`config.mk`:
```
export PLATFORM = sky130hd
export DESIGN_NAME = fifo_byte_reader
export DESIGN_NICKNAME = d
export VERILOG_FILES = /design/src/rtl/fifo_byte_reader.sv
export SDC_FILE = /design/constraint.sdc
export NUM_CORES = 1
export LEC_CHECK = 0
export CORE_MARGIN = 5
export CORE_UTILIZATION = 40
export CTS_CLUSTER_SIZE = 28
export DETAILED_ROUTE_END_ITERATION = 8
export PLACE_DENSITY = 0.69
export SLEW_MARGIN = 20
export SYNTH_ARGS = -nofsm -noshare
export SYNTH_HDL_FRONTEND = slang
export SYNTH_SLANG_ARGS = --single-unit
```
`constraint.sdc`:
```
create_clock -name i_Clk -period 5.75 [get_ports i_Clk]
set_input_delay 0.8625 -clock i_Clk [delete_from_list [all_inputs] [get_ports i_Clk]]
set_output_delay 0.8625 -clock i_Clk [all_outputs]
set_load 0.01 [all_outputs]
```
`src/rtl/fifo_byte_reader.sv`:
```
// Pops 128-bit words from an upstream FIFO and streams them out one byte at a time
// over a valid/ready handshake, counting every fully transmitted word.
module fifo_byte_reader #(
    parameter bit MSB_FIRST = 1'b1
) (
    input  logic         i_Clk,
    input  logic         i_Reset,
    input  logic         i_EN,
    input  logic         i_Buffer_Empty,
    input  logic [127:0] i_Data_Output,
    output logic         o_Data_Leaving,
    output logic [7:0]   o_Byte,
    output logic         o_Byte_Valid,
    input  logic         i_Byte_Ready,
    output logic         o_Busy,
    output logic [15:0]  o_Word_Count
);

    typedef enum logic [1:0] {
        IDLE,
        POP,
        CAPTURE,
        SEND
    } state_e;

    state_e        state_q, state_d;
    logic [127:0]  shift_q, shift_d;
    logic [3:0]    idx_q, idx_d;
    logic [15:0]   count_q, count_d;

    // NOTE: sequential state uses non-blocking assignments only, so every register
    // samples the values that were present before the clock edge.
    always_ff @(posedge i_Clk or posedge i_Reset) begin
        if (i_Reset) begin
            state_q <= IDLE;
            shift_q <= '0;
            idx_q   <= '0;
            count_q <= '0;
        end else begin
            state_q <= state_d;
            shift_q <= shift_d;
            idx_q   <= idx_d;
            count_q <= count_d;
        end
    end

    // NOTE: every signal written here gets a default first, so no path through
    // the case statement can leave one unassigned and infer a latch.
    always_comb begin
        state_d        = state_q;
        shift_d        = shift_q;
        idx_d          = idx_q;
        count_d        = count_q;
        o_Data_Leaving = 1'b0;
        o_Byte_Valid   = 1'b0;

        case (state_q)
            IDLE: begin
                if (i_EN && !i_Buffer_Empty) begin
                    state_d = POP;
                end
            end
            POP: begin
                o_Data_Leaving = 1'b1;
                state_d        = CAPTURE;
            end
            CAPTURE: begin
                // FIFO read data is registered, so it is valid one cycle after the pop.
                shift_d = i_Data_Output;
                idx_d   = '0;
                state_d = SEND;
            end
            SEND: begin
                o_Byte_Valid = 1'b1;
                if (i_Byte_Ready) begin
                    shift_d = MSB_FIRST ? {shift_q[119:0], 8'h00} : {8'h00, shift_q[127:8]};
                    idx_d   = idx_q + 4'd1;
                    if (idx_q == 4'd15) begin
                        count_d = count_q + 16'd1;
                        state_d = IDLE;
                    end
                end
            end
            default: begin
                state_d = IDLE;
            end
        endcase
    end

    // The output end of the shift register is zero outside a word, so o_Byte idles at 0.
    assign o_Byte       = MSB_FIRST ? shift_q[127:120] : shift_q[7:0];
    assign o_Busy       = (state_q != IDLE);
    assign o_Word_Count = count_q;

endmodule

```
==> results.md <==
* Critical-path cell list: ha_4 -> nor2b_1 -> a21oi_4 -> buf_4 -> buf_4 -> nand2_1 -> o21ai_1
* Worst-Margin Slew at 1.08 ns
* Max-Cap Viols at 0
* Hold slack at 0.471 ns
* Die Height at 142 um
* Netlist cell types at 30
* Non-filler instance count after layout at 1,012
* # DRC at 0
* Fin. max-slew vios at 0
* Setup Fix Bufs, Post-CTS at 0
* Horiz. Die Dim at 142 um
* RSZ-0062 raised after global routing: no
* Most frequent cells in the layout: 159 x clkdlybuf4s50_1, 150 x dfrtp_1, 126 x nand2_1, 120 x mux2i_1, 120 x o21ai_1
* Min cycle time layout at 3.45 ns
* Dpl cell area at 8570 um^2
* Worst path most repeated cell: buf_4
* Antenna violations before repair at 0
* Final Cycle Share at 60.1%
* Mapped cell area at 7000 um^2
* Relative slew slack at 28.0%
* Total Wirelength at 15,600 um
* Hold Path Class: reg2reg
* WS Path Type: reg2reg
* Most common cell after layout, fill and taps aside: clkdlybuf4s50_1
* Synth warn at 0
* PnR worst setup slack at 2.30 ns
* Core Area at 17,200 um^2
* Vias per cell at 4.88
* Placed instance count at 982
* Drt wl/cell at 15.4 um
* Vias in the first global route at 5,105
* Startpoint types: register
* Layout cells sized above 1 at 5.21%
* Final Hold Viols at 0
* Clock Root Buffer: clkbuf_16
* Vias post-DR at 4,939
* Post_cts resized at 0
* Req. time, crit path at 6.08 ns
* Die Footprint at 20,300 um^2
* CTS tree: done
* Post-synthesis register bit count at 150
* WP data arrival at 3.79 ns
* Sequential area share after synthesis at 53.6%
* Total power at 4.55 mW
* Outcome: finished clean
* Pwr Density at 496 nW/um^2
* Final Wtd Congestion at 0.794
* Nature of the critical path endpoint: register
* Htree depth at 4
* Slowest-stage cell, CP: ha_4
* IO Pins at 160
* Pre-CTS setup slack at 2.34 ns
* GRT Overall Usage at 15.9%
* Pin count of the biggest net entering global routing at 114
* Initial Util at 40.6%
* Syn_nets at 786
* Delay-heaviest family, CP: buffers and inverters
* CTS Buffer Depth at 2
* Peak Freq at 289 MHz
* Final Core Density at 53.2%
* Final setup violation count at 0
* CTS buffer count at 17
* Global-route wire length before repair at 25,800 um
* Post-route design area at 9180 um^2
* Core Rows at 48
* Detailed Place HPWL at 10,900 um
* Drt pass-1 iters at 4
* # hold bufs at CTS at 0
* Cells after Synth at 646
* Static leakage at 3.91 nW
* I/O Buffers at 159
* Setup TNS at 0 ns
* Slowest Stage Delay on Critical Path at 0.85 ns
* Syn Area/Cell at 10.8 um^2
* Layout Area Growth over Synthesis at 31.0%
* Nets@finish at 916
* DR iter-0 viols at 277
* Crit Path Max Fanout at 79
* Skew-Pair Late Insertion Delay at 0.41 ns
* Gr ovfl total at 0
* Max VDD drop at 0.402 mV
* # diodes at 0
* Final ANT Viol Nets at 0
* Worst-path clk slew at 0.06 ns
* CTS sink cnt at 150
* Clock skew at 0.00839 ns
* CP bufs+invs at 2
-- worst paths after layout --
| check | startpoint | to | slack, ns | cells after the start |
|---|---|---|---|---|
| setup / recovery | state_q[0] | shift_q[51] | 2.30 | 7 |
| hold / removal | o_Word_Count[15] | o_Word_Count[15] | 0.47 | 1 |
| setup reg to reg | state_q[0] | shift_q[51] | 2.30 | 7 |
| hold reg to reg | o_Word_Count[15] | o_Word_Count[15] | 0.47 | 1 |
| max in group asynchronous | i_Reset | shift_q[110] | 3.47 | 3 |
| min in group asynchronous | i_Reset | shift_q[42] | 1.01 | 2 |
-- synth_stat cells --
| master | number | area (um^2) |
|---|---|---|
| a21oi_4 | 1 | 16.3 |
| and2_1 | 2 | 12.5 |
| dfrtp_1 | 150 | 3750 |
| nor4b_2 | 1 | 15.0 |
| nor2_1 | 3 | 11.3 |
| nor3_2 | 1 | 10.0 |
| buf_4 | 11 | 82.6 |
| nand2_1 | 126 | 473 |
| nor2b_1 | 1 | 6.26 |
| a22oi_1 | 1 | 7.51 |
| nand3_1 | 7 | 35.0 |
| mux2_2 | 1 | 11.3 |
| o21ai_0 | 3 | 15.0 |
| xnor2_1 | 11 | 96.3 |
| mux2_1 | 1 | 11.3 |
| clkbuf_1 | 6 | 22.5 |
| nand2b_1 | 2 | 12.5 |
| and4_1 | 2 | 17.5 |
| buf_2 | 23 | 115 |
| mux2i_1 | 120 | 1200 |
| ha_1 | 7 | 87.6 |
| and3_1 | 2 | 12.5 |
| inv_1 | 4 | 15.0 |
| o21ai_1 | 120 | 601 |
| nand4_1 | 6 | 37.5 |
| a22o_1 | 12 | 105 |
| nor3_1 | 1 | 5.00 |
| buf_6 | 13 | 146 |
| xor2_1 | 7 | 61.3 |
| nor3b_1 | 1 | 7.51 |
-- logic make-up (layout without fill, tap and decap cells) --
group           count (synthesis)  count (layout)  share of synthesized area [%]
simple gates                  155             155                           9.36
flops                         150             150                           53.6
compound gates                137             137                           10.6
mux                           122             122                           17.5
buf+inv                        57             198                           5.45
xor+xnor                       18              18                           2.25
fa+ha+maj                       7               7                           1.25
-- layer usage --
metal | track usage (%) | routed length, um | vias to the layer above | share of wire (%)
met5 | 0 | 0 | - | 0
met2 | 24.4 | 7140 | 118 | 46
met3 | 3.90 | 879 | 24 | 5.6
met1 | 22.2 | 7320 | 2312 | 47
li1 | - | - | 2485 | -
met4 | 5.65 | 286 | 0 | 1.8
-- state kept, by name (all words and copies together) (netlist names) --
name	cells
state_q	2
idx_q	4
shift_q	128
o_Word_Count	16
-- power by group --
group          leakage (nW)  total [mW]  switching [mW]  internal, mW
sequential             1.90        1.76           0.247          1.51
combinational          1.71        1.65           0.923         0.731
clock                 0.297        1.13           0.413         0.721
total                  3.91        4.55            1.58          2.96
-- layout make-up --
type | instances | area, um^2
Fill cell | 1519 | 8060
Multi-Input combinational cell | 439 | 2880
Timing Repair Buffer | 164 | 1630
Inverter | 4 | 20.0
Clock buffer | 21 | 480
Sequential cell | 150 | 3750
Clock inverter | 9 | 125
Tap cell | 225 | 282
Power figures use the tool's default switching activity.
